## config.mk

```make
export PLATFORM = sky130hd
export DESIGN_NAME = rnbip_ctrl_seq
export DESIGN_NICKNAME = d
export VERILOG_FILES = /design/src/rtl/rnbip_ctrl_seq.sv
export SDC_FILE = /design/constraint.sdc
export NUM_CORES = 1
export LEC_CHECK = 0
export BUFFER_PORTS_ARGS = -buffer_cell sky130_fd_sc_hd__buf_2
export CAP_MARGIN = 20
export CORE_ASPECT_RATIO = 0.7
export CORE_MARGIN = 5
export CORE_UTILIZATION = 32
export CTS_CLUSTER_SIZE = 12
export DETAILED_ROUTE_END_ITERATION = 8
export GPL_TIMING_DRIVEN = 0
export MAX_ROUTING_LAYER = met4
export PLACE_DENSITY = 0.57
export SLEW_MARGIN = 30
export SYNTH_ARGS = -nofsm -noshare
export SYNTH_HDL_FRONTEND = slang
export SYNTH_SLANG_ARGS = --single-unit
```

## constraint.sdc

```tcl
create_clock -name clk -period 2.15 [get_ports clk]
set_input_delay 0.43 -clock clk [delete_from_list [all_inputs] [get_ports clk]]
set_output_delay 0.43 -clock clk [all_outputs]
set_load 0.1 [all_outputs]
```

## src/rtl/rnbip_ctrl_seq.sv

```systemverilog
// Instruction sequencer / control unit in front of the 8 x 8-bit dual-port register file.
// Latency: FETCH->WRITE is 4 cycles (IN), 6 (LDI), 5+ (ALU, plus extra alu_done wait), NOP retires in 3.
// Backpressure: hold freezes all state and outputs; ALU_WAIT stalls indefinitely until alu_done.
//
// Ports:
//   clk, clr        clock, synchronous active-high reset
//   hold            stall, freezes every register and output
//   pc / imem_rdata program ROM address / data (data valid one cycle after pc)
//   alu_start       one-cycle ALU request pulse; alu_done reports ALU_IN valid
//   we, mux_sel, read_seg, write_seg, OR2   register file controls and immediate operand
//   halted          high in HALT; instr_count retired instructions (saturating)
module rnbip_ctrl_seq #(
  parameter int PC_W  = 8,
  parameter int CNT_W = 8
) (
  input  logic             clk,
  input  logic             clr,
  input  logic             hold,
  output logic [PC_W-1:0]  pc,
  input  logic [7:0]       imem_rdata,
  output logic             alu_start,
  input  logic             alu_done,
  output logic             we,
  output logic [1:0]       mux_sel,
  output logic [2:0]       read_seg,
  output logic [2:0]       write_seg,
  output logic [7:0]       OR2,
  output logic             halted,
  output logic [CNT_W-1:0] instr_count
);

  typedef enum logic [2:0] {
    S_FETCH,
    S_LATCH,
    S_DECODE,
    S_IMM_FETCH,
    S_IMM_LATCH,
    S_ALU_WAIT,
    S_WRITE,
    S_HALT
  } state_t;

  localparam logic [1:0] CLS_ALU = 2'b00;
  localparam logic [1:0] CLS_LDI = 2'b01;
  localparam logic [1:0] CLS_IN  = 2'b10;

  state_t           r_state;
  state_t           w_next_state;
  logic [PC_W-1:0]  r_pc;
  logic [7:0]       r_ir;
  logic [7:0]       r_or2;
  logic [1:0]       r_mux_sel;
  logic [2:0]       r_read_seg;
  logic [2:0]       r_write_seg;
  logic [CNT_W-1:0] r_cnt;

  logic [1:0] w_cls;
  logic [2:0] w_ddd;
  logic [2:0] w_sss;
  logic       w_is_halt;
  logic [1:0] w_mux_next;
  logic       w_alu_start;
  logic       w_we;
  logic       w_halted;
  logic       w_retire;

  assign w_cls     = r_ir[7:6];
  assign w_ddd     = r_ir[5:3];
  assign w_sss     = r_ir[2:0];
  assign w_is_halt = (r_ir == 8'hFF);

  // Write-data source for the pending WRITE; IN picks B_in when sss[0] is set.
  always_comb begin
    w_mux_next = 2'b00;
    case (w_cls)
      CLS_ALU: w_mux_next = 2'b00;
      CLS_LDI: w_mux_next = 2'b11;
      CLS_IN:  w_mux_next = w_sss[0] ? 2'b01 : 2'b10;
      default: w_mux_next = 2'b00;
    endcase
  end

  always_comb begin
    w_next_state = r_state;
    w_alu_start  = 1'b0;
    w_we         = 1'b0;
    w_halted     = 1'b0;
    w_retire     = 1'b0;
    case (r_state)
      S_FETCH:     w_next_state = S_LATCH;
      S_LATCH:     w_next_state = S_DECODE;
      S_DECODE: begin
        case (w_cls)
          CLS_ALU: begin
            w_alu_start  = 1'b1;
            w_next_state = S_ALU_WAIT;
          end
          CLS_LDI: w_next_state = S_IMM_FETCH;
          CLS_IN:  w_next_state = S_WRITE;
          default: begin
            if (w_is_halt) begin
              w_next_state = S_HALT;
            end else begin
              w_retire     = 1'b1;
              w_next_state = S_FETCH;
            end
          end
        endcase
      end
      S_IMM_FETCH: w_next_state = S_IMM_LATCH;
      S_IMM_LATCH: w_next_state = S_WRITE;
      S_ALU_WAIT:  if (alu_done) w_next_state = S_WRITE;
      S_WRITE: begin
        w_we         = 1'b1;
        w_retire     = 1'b1;
        w_next_state = S_FETCH;
      end
      S_HALT:      w_halted = 1'b1;
      default:     w_next_state = S_FETCH;
    endcase
  end

  always_ff @(posedge clk) begin
    if (clr) begin
      r_state     <= S_FETCH;
      r_pc        <= '0;
      r_ir        <= '0;
      r_or2       <= '0;
      r_mux_sel   <= 2'b00;
      r_read_seg  <= '0;
      r_write_seg <= '0;
      r_cnt       <= '0;
    end else if (!hold) begin
      r_state <= w_next_state;
      if (r_state == S_LATCH) begin
        r_ir <= imem_rdata;
        r_pc <= r_pc + PC_W'(1);
      end
      if (r_state == S_IMM_LATCH) begin
        r_or2 <= imem_rdata;
        r_pc  <= r_pc + PC_W'(1);
      end
      if (r_state == S_DECODE && w_cls == CLS_ALU) begin
        r_read_seg <= w_sss;
      end
      // Load write controls on the edge entering WRITE so they are stable
      // for the whole write and hold afterwards.
      if (w_next_state == S_WRITE && r_state != S_WRITE) begin
        r_mux_sel   <= w_mux_next;
        r_write_seg <= w_ddd;
      end
      if (w_retire && r_cnt != {CNT_W{1'b1}}) begin
        r_cnt <= r_cnt + CNT_W'(1);
      end
    end
  end

  // State-decoded strobes stay frozen under hold because the state does.
  assign alu_start   = w_alu_start;
  assign we          = w_we;
  assign halted      = w_halted;
  assign pc          = r_pc;
  assign OR2         = r_or2;
  assign mux_sel     = r_mux_sel;
  assign read_seg    = r_read_seg;
  assign write_seg   = r_write_seg;
  assign instr_count = r_cnt;

endmodule

```

==> summary by stage <==
Clocking
The clock transition at the registers of the reported paths is ~0.09 ns. Hold repair after CTS inserted 0 buffers. Clock tree synthesis found a total of 43 sinks. At the later pin of the worst-skew pair, clock insertion delay measures 0.30 ns.

No sink is reached through more buffers than the 2 on the longest clock path. The TritonCTS clock tree is built. The H-tree depth reported by CTS is 2. Clock tree synthesis selected as its root buffer the cell clkbuf_8. The number of buffers created by CTS is 5.

Detailed routing
The total wirelength of the detailed-routed design is ~5.2 mm. The routed wire length per instance is approximately 14 um. The initial DRC count is between 90 and 100.

The total via count in the routed design is ~1800. The detail route stage leaves a number of antenna-violating nets equal to 0. Using the TritonRoute via totals, the vias-per-cell ratio works out to 4.92.

The first-pass detailed-route iteration total is 5. The final routed DRC violation total is 0.

Pwr
VDD sags by at most 294 uV. For this design the ratio of total power to cell area is 702 nW/um2. After layout, the design draws a total of about 1800 uW. In this run the static leakage power is 0.000998 uW.

Worst hold path
Along the worst hold path, the cell count comes to 3. The worst hold path begins at imem_rdata[6]. The min-delay analysis places its worst path in the category in2reg.

The worst hold path terminates at r_ir[6]$_SDFFE_PP0P_.

Yosys
The mean instance size in the synthesized netlist is between 8 and 9 um2. The post-synthesis instance area is around 2100 um2. Yosys printed 0 warnings. The post-synthesis register bit count is 43. The synthesized instance count is 240.

The distinct cell type count after synthesis is 46. Counting every net in the synthesized netlist gives 259. Of all flip-flops after synthesis, the portion carrying an async set or reset was 0.

The number of synthesized flops with an enable pin is 0. The sequential-to-total area share from yosys stat is 0.411. The most used flip-flop cell after synthesis is dfxtp_1.

Timing
The worst path setup slack after routing is 0.0527 ns. The final worst clock skew is around 0.012 ns. Setup violations remaining at the end of the flow were counted as 0. Setup repair after global routing could not meet its margin everywhere. The slew at the pin with the worst max-slew slack is between 0.6 and 0.7 ns. The final count of hold timing violations is 0. The worst max-slew margin expressed relative to the limit is 0.579. The portion of the clock cycle consumed by the worst path in the final layout is 0.976. The top achievable clock speed is around 480 MHz. For the finished layout, the period the worst path requires is between 2 and 2.5 ns. The total count of max-transition violations in the final report was 0.

Place
After detailed placement, the design holds a cell count of between 300 and 400. In this run the tool buffered the top-level ports with 45 buffer cells. The last weighted congestion value of the routability-driven placer is approximately 0.85. The pre-CTS worst setup slack is -0.0111 ns. After legalization and detailed placement, the total HPWL measured roughly 3.9 mm. In this run the cell area measured after placement is approximately 2400 um2.

Setup path
The arrival time of data at the critical path endpoint is around 1.7 ns. The largest single stage delay on the critical path is 0.36 ns. The critical path is of the reg2out type.

In this run the worst path has a maximum fanout of 10. The signal on the critical path passes through buf_4 > clkbuf_1 > and3_1 > buf_4. In this run the critical register-to-register path is launched from r_ir[6]$_SDFFE_PP0P_. The slack of the worst reg-to-reg path is approximately 0.090 ns.

The critical register-to-register path endpoint is mux_sel[1]$_SDFFE_PP0P_. The critical path's most frequent cell is buf_4. STA classifies the critical path startpoint as a register.

STA puts the critical path data required time at ~1.7 ns. The length in cells of the worst reg-to-reg path is 6. The slowest stage of the critical path belongs to the cell clkbuf_1.

The kind of capture point of the worst setup path is an output port.

Die
The area of the die is 8300 um2. The die is ~78 um tall. The number of ports placed on the die boundary is 47. The initial core utilization is 0.333. The die boundary width is approximately 110 um. Row generation in the floorplan step produced 24 rows. The placeable core area is roughly 6300 um2.

Global routing
The aggregate global-route resource usage is 0.134. Entering global routing, the biggest net connects 15 pins. For this run the aggregate overflow at the end of global routing stands at 0. The initial antenna violation count is 0. The number of global-route vias before repair is 1787.

The first global-routing pass estimated roughly 9 mm of wire.

Finish
The final cell count without fillers is roughly 370. The leading cell type in the layout, fill and taps excluded is buf_2. The share of the core filled with cells is 0.416. Of the cells placed in the final design, the portion with a size suffix greater than 1 is 0.305.

The antenna diode count is 0. The count of nets after finishing is 313. Relative to the synthesized area, the layout overhead comes to 25.2%. With fillers left out, the area of the finished cells amounts to about 2600 um2.

The library cells used most frequently in the layout, excluding fill and tap cells, are buf_2 (44), nand2_1 (37), dfxtp_1 (35).

Outcome
The run finished with clean final reports.

Job
Across the run, the number of max-cap violations was 0.
-- through the flow --
stage | hold slack [ns] | setup TNS (ns)
final | 0.372 | 0
after global routing | 0.369 | -0.0109
after CTS | 0.367 | 0
after detailed placement | 0.447 | -0.0111
after global placement | 0.440 | -1.09
after floorplan | 0.450 | 0
-- worst max path at each step --
stage                                 start                         to  depth (start not counted)
floorplan           r_state[0]$_SDFFE_PP0N_  write_seg[0]$_SDFFE_PP0P_                          6
global placement                       hold        OR2[7]$_SDFFE_PP0P_                          5
detailed placement     r_ir[7]$_SDFFE_PP0P_    mux_sel[1]$_SDFFE_PP0P_                          6
CTS                    r_ir[6]$_SDFFE_PP0P_    mux_sel[1]$_SDFFE_PP0P_                          6
global route        r_state[0]$_SDFFE_PP0N_                     halted                          4
finish              r_state[0]$_SDFFE_PP0N_                     halted                          4
-- state kept, by name (all words and copies together) (netlist names) --
signal       flops
r_state          3
pc               8
mux_sel          2
write_seg        3
OR2              8
read_seg         3
instr_count      8
r_ir             8
-- report_power, final --
group	total, uW	internal (uW)	switching (uW)	leakage [uW]
Sequential	832	815	17.7	0.000352
Combinational	335	102	234	0.000584
Clock	675	382	292	0.0000618
-- logic make-up (layout without fill, tap and decap cells) --
| family | count (synthesis) | count (layout) | synth area share |
|---|---|---|---|
| AOI/OAI and AO/OA | 51 | 51 | 0.190 |
| xor gates and xnor gates | 15 | 15 | 0.0626 |
| adders and majority gates | 7 | 7 | 0.0418 |
| buffers and inverters | 19 | 74 | 0.0400 |
| DFF | 43 | 43 | 0.411 |
| muxes | 5 | 5 | 0.0239 |
| and+or+nand+nor | 100 | 100 | 0.231 |
-- synth_stat cells (4+ instances only) --
library cell   n  area share
a211oi_1       4       0.014
a21oi_1       23       0.055
clkbuf_1       7       0.013
dfxtp_1       43        0.41
ha_1           7       0.042
inv_1          7       0.013
mux2i_1        5       0.024
nand2_1       37       0.066
nand3_1        8       0.019
nand4_1        9       0.027
nor2_1        23       0.041
o31ai_1        4       0.014
xnor2_1       10       0.042
xor2_1         5       0.021
-- timing repair --
item,in CTS,in global routing
endpoints found under the setup margin,3,6
hold endpoints to repair,0,0
buffers inserted,0,2
resized for setup,4,10
pin swaps,1,5
gates cloned,0,0
-- area by class of cell --
type / count / area (um2)
flip-flops and latches: 43 / 876
well taps: 78 / 97.6
fillers: 665 / 3680
multi-input cells: 178 / 1200
repair buffers: 47 / 245
clock buffers: 6 / 82.6
inverters: 7 / 26.3
clock inverters: 2 / 38.8
plain buffers: 12 / 57.6
-- critical path, delay by kind of cell, from the launching register on --
family,cells,cell delay [ns]
buf+inv,3,0.82
flops,1,0.31
simple gates,1,0.24
-- layer usage --
layer / vias up / track usage / wire length [um]
met5: - / - / 0
met4: 0 / 0.0268 / 17
li1: 956 / - / -
met1: 838 / 0.192 / 2710
met3: 2 / 0.0365 / 305
met2: 40 / 0.188 / 2120
No activity file was read; power rests on OpenSTA's default activity.
